## src/rtl/memaccess_pkg.sv

```systemverilog
// Shared definitions for the LC-3 memory-access stage: memory opcodes,
// the stage state encoding and the word returned by an aborted access.
package memaccess_pkg;

  localparam logic [3:0] OP_LD  = 4'b0010;
  localparam logic [3:0] OP_LDR = 4'b0110;
  localparam logic [3:0] OP_LDI = 4'b1010;
  localparam logic [3:0] OP_ST  = 4'b0011;
  localparam logic [3:0] OP_STR = 4'b0111;
  localparam logic [3:0] OP_STI = 4'b1011;

  // Loaded in place of memory data when a watchdog abort ends a transaction
  localparam logic [15:0] TIMEOUT_WORD = 16'hDEAD;

  typedef enum logic [1:0] {
    IDLE,
    IND,
    ACC,
    DONE
  } state_t;

endpackage

```

## src/rtl/memaccess_decode.sv

```systemverilog
// Opcode classifier for the memory-access stage: which opcodes touch data
// memory, which of those are loads, and which take the base+offset address.
module memaccess_decode
  import memaccess_pkg::*;
(
  input  logic [3:0] opcode,
  output logic       is_mem,
  output logic       is_load,
  output logic       use_alu_addr
);

  // Classify the opcode; anything not listed is a non-memory instruction
  always_comb begin
    // NOTE: every output gets a default before the case so no path leaves it
    // unassigned, which would otherwise infer a latch.
    is_mem       = 1'b0;
    is_load      = 1'b0;
    use_alu_addr = 1'b0;
    case (opcode)
      OP_LD, OP_LDI: begin
        is_mem  = 1'b1;
        is_load = 1'b1;
      end
      OP_LDR: begin
        is_mem       = 1'b1;
        is_load      = 1'b1;
        use_alu_addr = 1'b1;
      end
      OP_ST, OP_STI: begin
        is_mem = 1'b1;
      end
      OP_STR: begin
        is_mem       = 1'b1;
        use_alu_addr = 1'b1;
      end
      default: ;
    endcase
  end

endmodule

```

## src/rtl/memaccess_stage.sv

```systemverilog
// LC-3 memory-access stage. Accepts a load/store from execute, runs one
// (direct) or two (indirect: pointer read, then data access) req/ready
// transfers on the data memory, then pulses mem_done to writeback.
// Optional build macro MEM_TIMEOUT_EN adds a watchdog that aborts a stuck
// transfer after TIMEOUT_CYCLES and reports it on mem_error.
module memaccess_stage
  import memaccess_pkg::*;
#(
  parameter int ADDR_W         = 16,
  parameter int DATA_W         = 16,
  parameter int TIMEOUT_CYCLES = 16
) (
  input  logic              clock,
  input  logic              reset,
  input  logic              enable_memaccess,
  input  logic              Mem_Control_in,
  input  logic [15:0]       IR_Exec,
  input  logic [ADDR_W-1:0] pcout,
  input  logic [ADDR_W-1:0] aluout,
  input  logic [DATA_W-1:0] M_Data,
  output logic [ADDR_W-1:0] Data_addr,
  output logic [DATA_W-1:0] Data_din,
  output logic              Data_rd,
  output logic              Data_req,
  input  logic              Data_ready,
  input  logic [DATA_W-1:0] Data_dout,
  output logic [DATA_W-1:0] memout,
  output logic              mem_done,
  output logic              stall_mem
`ifdef MEM_TIMEOUT_EN
  ,
  output logic              mem_error
`endif
);

  state_t            state_q;
  logic [ADDR_W-1:0] addr_q;
  logic [DATA_W-1:0] data_q;
  logic              load_q;

  logic is_mem;
  logic is_load;
  logic use_alu_addr;
  logic busy;
  logic accept;
  logic timeout_hit;

  // Only the opcode field matters here; the operand bits were consumed upstream
  logic unused_ir;
  assign unused_ir = ^IR_Exec[11:0];

  memaccess_decode u_decode (
    .opcode       (IR_Exec[15:12]),
    .is_mem       (is_mem),
    .is_load      (is_load),
    .use_alu_addr (use_alu_addr)
  );

  assign busy   = (state_q == IND) || (state_q == ACC);
  assign accept = ((state_q == IDLE) || (state_q == DONE)) && enable_memaccess && is_mem;

`ifdef MEM_TIMEOUT_EN
  localparam int TW = $clog2(TIMEOUT_CYCLES) + 1;

  logic [TW-1:0] wait_cnt_q;
  logic          err_q;

  assign timeout_hit = busy && !Data_ready && (wait_cnt_q == TW'(TIMEOUT_CYCLES - 1));

  // Count cycles spent waiting on the current transfer; flag an abort for one cycle
  always_ff @(posedge clock or posedge reset) begin
    if (reset) begin
      wait_cnt_q <= '0;
      err_q      <= 1'b0;
    end else begin
      err_q <= timeout_hit;
      if (accept || !busy || Data_ready) begin
        wait_cnt_q <= '0;
      end else begin
        wait_cnt_q <= wait_cnt_q + 1'b1;
      end
    end
  end

  assign mem_error = err_q;
`else
  localparam int unused_timeout_cycles = TIMEOUT_CYCLES;
  assign timeout_hit = 1'b0;
`endif

  // Stage sequencer: accept, optional pointer read, data access, done pulse
  always_ff @(posedge clock or posedge reset) begin
    // NOTE: state registers use non-blocking assignments so every flop
    // samples pre-edge values regardless of statement order.
    if (reset) begin
      state_q <= IDLE;
      addr_q  <= '0;
      data_q  <= '0;
      load_q  <= 1'b0;
      memout  <= '0;
    end else begin
      case (state_q)
        IDLE, DONE: begin
          if (accept) begin
            addr_q  <= use_alu_addr ? aluout : pcout;
            data_q  <= M_Data;
            load_q  <= is_load;
            state_q <= Mem_Control_in ? IND : ACC;
          end else begin
            state_q <= IDLE;
          end
        end
        IND: begin
          if (Data_ready) begin
            addr_q  <= ADDR_W'(Data_dout);
            state_q <= ACC;
          end
        end
        ACC: begin
          if (Data_ready) begin
            if (load_q) begin
              memout <= Data_dout;
            end
            state_q <= DONE;
          end
        end
        default: state_q <= IDLE;
      endcase

      // A watchdog abort overrides whatever the transfer was about to do
      if (timeout_hit) begin
        state_q <= DONE;
        memout  <= DATA_W'(TIMEOUT_WORD);
      end
    end
  end

  // Bus and status outputs decode straight from registered state, so an
  // asynchronous reset drops Data_req immediately and nothing is input-driven
  assign Data_req  = busy;
  assign stall_mem = busy;
  assign mem_done  = (state_q == DONE);
  assign Data_rd   = !((state_q == ACC) && !load_q);
  assign Data_addr = addr_q;
  assign Data_din  = data_q;

endmodule

```

## config.mk

```make
export PLATFORM = sky130hd
export DESIGN_NAME = memaccess_stage
export DESIGN_NICKNAME = d
export VERILOG_FILES = /design/src/rtl/memaccess_pkg.sv /design/src/rtl/memaccess_decode.sv /design/src/rtl/memaccess_stage.sv
export SDC_FILE = /design/constraint.sdc
export NUM_CORES = 1
export LEC_CHECK = 0
export ABC_AREA = 1
export BUFFER_PORTS_ARGS = -buffer_cell sky130_fd_sc_hd__buf_4
export CAP_MARGIN = 10
export CELL_PAD_IN_SITES_DETAIL_PLACEMENT = 1
export CELL_PAD_IN_SITES_GLOBAL_PLACEMENT = 2
export CORE_MARGIN = 3
export CORE_UTILIZATION = 25
export CTS_CLUSTER_DIAMETER = 50
export DETAILED_ROUTE_END_ITERATION = 10
export PLACE_DENSITY_LB_ADDON = 0.3
export REMOVE_ABC_BUFFERS = 1
export SLEW_MARGIN = 20
export SYNTH_ARGS = -nofsm -noshare
export SYNTH_HDL_FRONTEND = slang
export SYNTH_HIERARCHICAL = 1
export SYNTH_SLANG_ARGS = --single-unit
```

## constraint.sdc

```tcl
create_clock -name clock -period 2.1 [get_ports clock]
set_input_delay 0.315 -clock clock [delete_from_list [all_inputs] [get_ports clock]]
set_output_delay 0.315 -clock clock [all_outputs]
set_load 0.1 [all_outputs]
```

After elaboration in Yosys (flattened, before gate mapping)
Index checks and enable logic that the tools add are counted.
{ "totals": {"ff_bits": 51, "latchBits": 0, "ram_bits": 0, "mem_bits_ro": 0, "inputBits": 85, "out_inout_bits": 52, "wordCells": 46, "memories": 0} }
{ "op_classes": {"add_sub_neg": 0, "multipliers": 0, "div": 0, "order_cmp": 0, "eq_ne": 12, "n_shift": 0, "n_mux": 12, "bitwise": 0, "reduce_logical": 17} }
{ "ops": {"columns": ["operator", "count"], "rows": [
  ["$mux 16", 3],
  ["$pmux 16 s2", 1],
  ["$eq 4x2->1 const B", 2],
  ["$eq 4x3->1 const B", 2],
  ["$eq 4x4->1 const B", 2],
  ["$mux 2", 4],
  ["$ne 2x2->1 const B", 3],
  ["$pmux 2 s3", 1],
  ["$reduce_and 3->1", 2],
  ["$reduce_or 6->1", 1],
  ["$eq 2x2->1 const B", 2],
  ["$reduce_and 2->1", 2],
  ["$reduce_or 2->1", 2],
  ["$logic_and 1x1->1", 3],
  ["$mux 1", 3],
  ["$reduce_or 3->1", 1],
  ["$eq 2x1->1 const B", 1],
  ["$logic_not 1->1", 2],
  ["$logic_not 2->1", 1],
  ["$logic_or 1x1->1", 2],
  ["$reduce_bool 2->1", 1]
]} }

Logic depth before layout (Yosys ltp)
Gate-level depths: netlist (run 1).
{ "depth": {"depth_word": 6, "ltp_mapped": 10, "mapped_depth_nobuf": 8} }

Modules after synthesis
Netlist (run 1), hierarchy kept.
{ "by_module_without_submodules": {"columns": ["mod", "instances", "cells_per_inst", "area_per_inst_um2", "seq_area_each_um2"], "rows": [
  ["memaccess_stage", 1, 356, 2600.0, 1276.2],
  ["memaccess_decode", 1, 6, 27.5, 0.0]
]} }

Worst setup path after synthesis (run 1)
Ideal clock, no wire load.
{ "synth_path": {"path_type": "flip-flop to flip-flop", "startpoint": "reg state_q[0]", "endpoint": "reg addr_q[0], in the netlist Data_addr[0]", "setup_time_ns": 0.120, "arrival_ns": 2.004, "required_ns": 1.980, "setup_slack_ns": -0.024, "stages_incl_launch_ff": 10, "path_buffers": 1, "synth_period_minus_slack_ns": 2.124, "path_cell_list": "dfrtp_1 > inv_1 > ha_1 > inv_1 > nand2_2 > nand2_1 > nand2_4 > buf_6 > nand2_1 > nand2_1"} }
{ "synth_between": {"elab_chain_cells": 6, "word_cells_on_any_way": 12, "cone_classes": "eq/ne (4); mux (1); reduce/logical (7)"} }
{ "synth_lines": {"columns": ["element", "line_no", "source"], "rows": [
  ["start, declared", "memaccess_stage.sv:36", "state_t state_q;"],
  ["start signal, assigned", "memaccess_stage.sv:108", "state_q <= Mem_Control_in ? IND : ACC;"],
  ["$eq 2x2->1 or $logic_not 2->1 (tied branches)", "memaccess_stage.sv:60, memaccess_stage.sv:102", null],
  ["$logic_or 1x1->1", "memaccess_stage.sv:60", "assign accept = ((state_q == IDLE) || (state_q == DONE)) && enable_memaccess && is_mem;"],
  ["$logic_and 1x1->1 (2 in series)", "memaccess_stage.sv:60", null],
  ["$ne 2x2->1 (no source line)", null, null],
  ["$reduce_and 3->1 (no source line)", null, null],
  ["end signal, assigned", "memaccess_stage.sv:105", "addr_q <= use_alu_addr ? aluout : pcout;"],
  ["end signal, assigned", "memaccess_stage.sv:115", "addr_q <= ADDR_W'(Data_dout);"],
  ["end, declared", "memaccess_stage.sv:37", "logic [ADDR_W-1:0] addr_q;"]
]} }
Several ways; a longest one is shown, not always the timed one.
A chain may end at the register's enable or synchronous reset.

Worst setup path after layout (run 1)
{ "layout_path": {"startpoint": "reg state_q[0]", "endpoint": "out Data_req"} }
{ "layout_between": {"elab_chain_cells": 2, "word_cells_on_any_way": 3, "cone_classes": "eq/ne (2); reduce/logical (1)"} }
{ "layout_lines": {"columns": ["element", "line_no", "source"], "rows": [
  ["$eq 2x1->1 or $eq 2x2->1 (tied branches)", "memaccess_stage.sv:59", "assign busy = (state_q == IND) || (state_q == ACC);"],
  ["$logic_or 1x1->1 *", "memaccess_stage.sv:59", null],
  ["end, declared", "memaccess_stage.sv:24", "output logic Data_req,"]
]} }
Every way passes the cells marked *; elsewhere a longest branch is shown, timed or not.

==> reports/results.ini, run 1 <==
[routing]
wl_met2_um = 4201
wirelength_um = 8100
drt-pass1-iter-count = 4
drt_iter0_markers = 123
vias_per_cell = 4.076
met1_length_um = 3480
highest_layer = met4
drc_errors = 0
wire_per_inst_um = 13.11
vias = 2519
ant_nets = 0
met3_wirelength_um = 354

[global_routing]
grt_pass1_vias = 2552
antenna_found_initial = 0
grt_max_degree = 37
overflow = 0
grt_util_all_layers = 0.1366
grt_pass1_wl_um = 12650

[place]
hpwl_um = 6213
port_buffers = 124
place_congestion = 0.7283
postPlaceCellArea_um2 = 3689

[setup_path]
r2r_end = Data_addr[15]
crit_path_start_kind = flop
end_kind = output port
max_stage_delay_ns = 0.39
rr_worst_depth = 7
timing.rr.start = state_q[0]
path_class = reg -> out
critPathRequiredTime_ns = 1.78
worstPathArrival_ns = 1.54
rrSetupSlack_ns = 0.41
crit_slowest_cell = dfrtp_1
crit_fanout = 4
cpMostUsedCell = inv_1
cp_cell_sequence = inv_1 > ha_1 > inv_1 > buf_4

[sta]
worst_slew_pin_slew_ns = 0.5902
setup_tns_ns = 0
fmax_mhz = 540.4
rsz0062_at_grt = false
period_share = 0.8811
slew_headroom = 0.6061
post-route-min-period_ns = 1.850
hold_viol_final = 0
finClkSkew_ns = 0.006307
maxSlewViolCount = 0
setup_viol_count_final = 0

[yosys]
ys_ff_latch = 51
synth_area_leaders = dfrtp_1 49%, nand2_1 22%, inv_1 10%
syn_area_um2 = 2628
ys_warn_count = 6
syn_area_per_cell_um2 = 7.258
synthDistinctLibCells = 21
post-synth-top-area-cell = dfrtp_1
synth-seq-area-share = 0.4857
netlist.area_leader.share = 0.4857
syn_inst = 362

[status]
status = finished, final reports clean

[cells_and_area]
drive_above_1_share = 0.3093
area_growth_pct = 44.86
fin_area_um2 = 3806
layout.nets = 572
num-fill-cells = 1309
n_antenna_cell = 0

[clock_tree]
cts_buffers = 5
cts_sinks = 51
cts_max_level = 2
clk_pin_slew_ns = 0.09
ctsHoldBuffers = 0
cts-root-buf = clkbuf_8
cts_buffer_depth = 2
cts_resized = 0
cts_tree = done
post_cts_buffers = 0
clkLatencyLatePin_ns = 0.30

[hold_path]
hold_path.class = in -> async

[floorplan]
die_x_um = 108.5
fp-row-count = 36
coreArea_um2 = 10000
die-area_um2 = 11780
initial_utilization = 0.2628
io_pins = 137
die_y_um = 108.5

[job]
drv_cap = 0

[cells in the mapped netlist]
cell	n
nand2_1	152
inv_1	73
dfrtp_1	51
o21ai_0	33
nand3_1	17
nor2_1	6
buf_2	5
clkbuf_1	5
buf_6	4
ha_1	3
buf_4	2
nand2_2	2
a21oi_1	1
a21oi_4	1
inv_4	1
nand2_4	1
nand3_2	1
nor2_2	1
nor2_4	1
o21bai_1	1
or2_2	1
[sequential cells by signal, summed over array words and instances (netlist names)]
register / cells
Data_addr: 16
Data_din: 16
state_q: 2
memout: 16
load_q: 1
[per-stage QoR]
step                      setup slack (ns)    util  hold slack (ns)  std cells
after floorplan                    -0.5779       -           0.4602        346
after global placement              0.4092  0.3689           0.4114        610
after detailed placement            0.3812  0.3689           0.4086        610
after CTS                           0.2099  0.3806          0.07040        618
after global routing                0.1125  0.3806          0.08950        618
final                               0.2497  0.3806          0.05854        618
[layer usage]
layer | global-route usage | up-vias
met5 | 0 | -
met4 | 0.02976 | 0
met3 | 0.02448 | 5
met1 | 0.1681 | 1161
met2 | 0.2476 | 57
li1 | - | 1296
[final cells by class]
type / instances / area, µm² / share of cell area
multi-input cells: 221 / 969.7 / 0.2548
repair buffers: 131 / 996.0 / 0.2617
inverters: 74 / 280.3 / 0.07364
clock inverters: 2 / 35.03 / 0.009204
clock buffers: 6 / 82.58 / 0.02170
flip-flops and latches: 51 / 1276 / 0.3353
well taps: 133 / 166.4 / 0.04372
[how the worst max path moves through the flow]
stage / start / endpoint / slack (ns)
detailed placement: state_q[0] / Data_addr[7] / 0.38
floorplan: state_q[0] / Data_addr[0] / -0.58
finish: state_q[0] / Data_req / 0.25
global route: state_q[0] / Data_req / 0.11
global placement: state_q[0] / Data_addr[10] / 0.41
CTS: state_q[0] / Data_req / 0.21
[cell usage in the layout (no fill, tap or decap), types with 2 or more instances in the layout]
master    count
nor2_2        2
dfrtp_1      51
inv_1        72
o21ai_0      33
clkbuf_8      6
buf_4       130
nor2_1        5
nand2_1     152
nand3_1      17
nand2_2       2
ha_1          3
[worst max-delay path, delay by kind of cell, from the launching register on]
kind	cells	cell delay (ns)
buffers and inverters	3	0.51
flip-flops	1	0.39
adder cells (fa/ha/maj)	1	0.33
[kinds of logic after synthesis]
family | count (synthesis) | share of synthesized area
compound gates | 36 | 0.07381
fa+ha+maj | 3 | 0.01429
buf+inv | 90 | 0.1462
flops | 51 | 0.4857
simple gates | 182 | 0.2800
Power of run 1 is not shown: default switching activity piles up to over one toggle a cycle in this logic, so the estimate is an artifact.
==> run 2: changes to the inputs <==
HOLD_SLACK_MARGIN = 0.08   (was not set)
MAX_ROUTING_LAYER = met4   (was not set)
==> reports/results.ini, run 2 (synthesis gave the netlist of run 1 again) <==
[status]
status = finished, final reports clean

[sta]
fmax_mhz = 539.4  ; -0.19%
slew_headroom = 0.6041  ; -0.001980
setup_viol_count_final = 0  ; unchanged
finalWorstSetupSlack_ns = 0.2462  ; -0.003478 ns
post-route-min-period_ns = 1.854  ; +0.003478 ns
rsz0062_at_grt = false
whs_ns = 0.2651  ; +0.2066 ns
worst_slew_pin_slew_ns = 0.5932  ; +0.002967 ns
maxSlewViolCount = 0  ; unchanged
period_share = 0.8828  ; +0.001656
hold_viol_final = 0  ; unchanged
finClkSkew_ns = 0.005761  ; -0.0005466 ns

[clock_tree]
cts_buffers = 5  ; unchanged
post_cts_buffers = 0  ; unchanged
cts_buffer_depth = 2  ; unchanged
cts_resized = 0  ; unchanged
cts-root-buf = clkbuf_8
clkLatencyLatePin_ns = 0.30  ; about the same
cts_sinks = 51  ; unchanged
clk_pin_slew_ns = 0.09  ; about the same
cts_tree = done
cts_max_level = 2  ; unchanged
ctsHoldBuffers = 1  ; +1

[place]
port_buffers = 124  ; unchanged
place_congestion = 0.7370  ; +1.2%
hpwl_um = 6213  ; unchanged
dp_slack_ns = 0.3812  ; unchanged
dp.cells = 610  ; unchanged

[routing]
ant_nets = 0  ; unchanged
drc_errors = 0  ; unchanged
drt-pass1-iter-count = 4  ; unchanged
drt_iter0_markers = 97  ; -21%
wirelength_um = 8143  ; +0.53%
wire_per_inst_um = 13.16  ; +0.37%
vias_per_cell = 4.076  ; about the same
vias = 2523  ; +0.16%

[global_routing]
antenna_found_initial = 0  ; unchanged
grt_util_all_layers = 0.1408  ; +0.004204
grt_max_degree = 37  ; unchanged
grt_pass1_vias = 2559  ; +0.27%
grt_pass1_wl_um = 12680  ; +0.28%
overflow = 0  ; unchanged

[cells_and_area]
layout_commonest_cell = nand2_1
n_antenna_cell = 0  ; unchanged
layout_common_cells = 152 x nand2_1, 130 x buf_4, 72 x inv_1
area_growth_pct = 45.24
drive_above_1_share = 0.3086  ; -0.0006364
layout.nets = 573  ; +0.17%
final_cells = 619  ; +0.16%

[floorplan]
initial_utilization = 0.2628  ; unchanged
die_y_um = 108.5  ; unchanged
die_x_um = 108.5  ; unchanged
coreArea_um2 = 10000  ; unchanged
fp-row-count = 36  ; unchanged
io_pins = 137  ; unchanged
die-area_um2 = 11780  ; unchanged

[setup_path]
end_kind = output port
critPathRequiredTime_ns = 1.78  ; about the same
crit_fanout = 4  ; unchanged
cp_cell_sequence = inv_1 > ha_1 > inv_1 > buf_4
path_class = reg -> out
max_stage_delay_ns = 0.39  ; about the same
crit_slowest_cell = dfrtp_1
crit_path_start_kind = flop
cpMostUsedCell = inv_1
worstPathArrival_ns = 1.54  ; about the same

[hold_path]
hold_path.class = in -> reg

[job]
drv_cap = 0  ; unchanged

## run 2: cell count changes in the layout (fill, tap and decap cells not counted), sizes merged
cell	previous run	this run
dlygate4sd3	0	1
## run 2: metrics by stage
| step | utilization | TNS (ns) | cell area [µm²] |
|---|---|---|---|
| 6_report | 0.3816 | 0 | 3816 |
| 5_1_grt | 0.3816 | 0 | 3816 |
| 4_1_cts | 0.3816 | 0 | 3816 |
| 3_5_place_dp | 0.3689 | 0 | 3689 |
| 3_3_place_gp | 0.3689 | 0 | 3689 |
| 2_1_floorplan | - | -9.731 | 2524 |
## run 2: path summary, 6_finish.rpt
path	from	end	slack (ns)	cells past startpoint
setup / recovery	state_q[0]	Data_req	0.25	4
hold / removal	M_Data[11]	Data_din[11]	0.27	3
setup reg to reg	state_q[0]	Data_addr[15]	0.40	7
hold reg to reg	Data_addr[0]	Data_addr[0]	0.49	2
max in group asynchronous	reset	load_q	0.92	4
min in group asynchronous	reset	Data_din[5]	0.63	3
## run 2: layout make-up
class	count	area, µm²
fillers	1309	6183
clock buffers	6	82.58
repair buffers	132	1006
inverters	74	280.3
clock inverters	2	35.03
well taps	133	166.4
flip-flops and latches	51	1276
multi-input cells	221	969.7
## run 2: worst max-delay path, delay by kind of cell, from the launching register on
family / cells / cell delay, ns
adders and majority gates: 1 / 0.33
DFF: 1 / 0.39
buffers and inverters: 3 / 0.52
## run 2: per-layer routing
layer | track usage | vias to the layer above | routed length (µm)
met5 | - | - | 0
met1 | 0.1692 | 1162 | 3519
met4 | 0.02976 | 0 | 78
met2 | 0.2485 | 59 | 4207
li1 | - | 1297 | -
met3 | 0.02269 | 5 | 338
Power of run 2 is left out for the same reason.
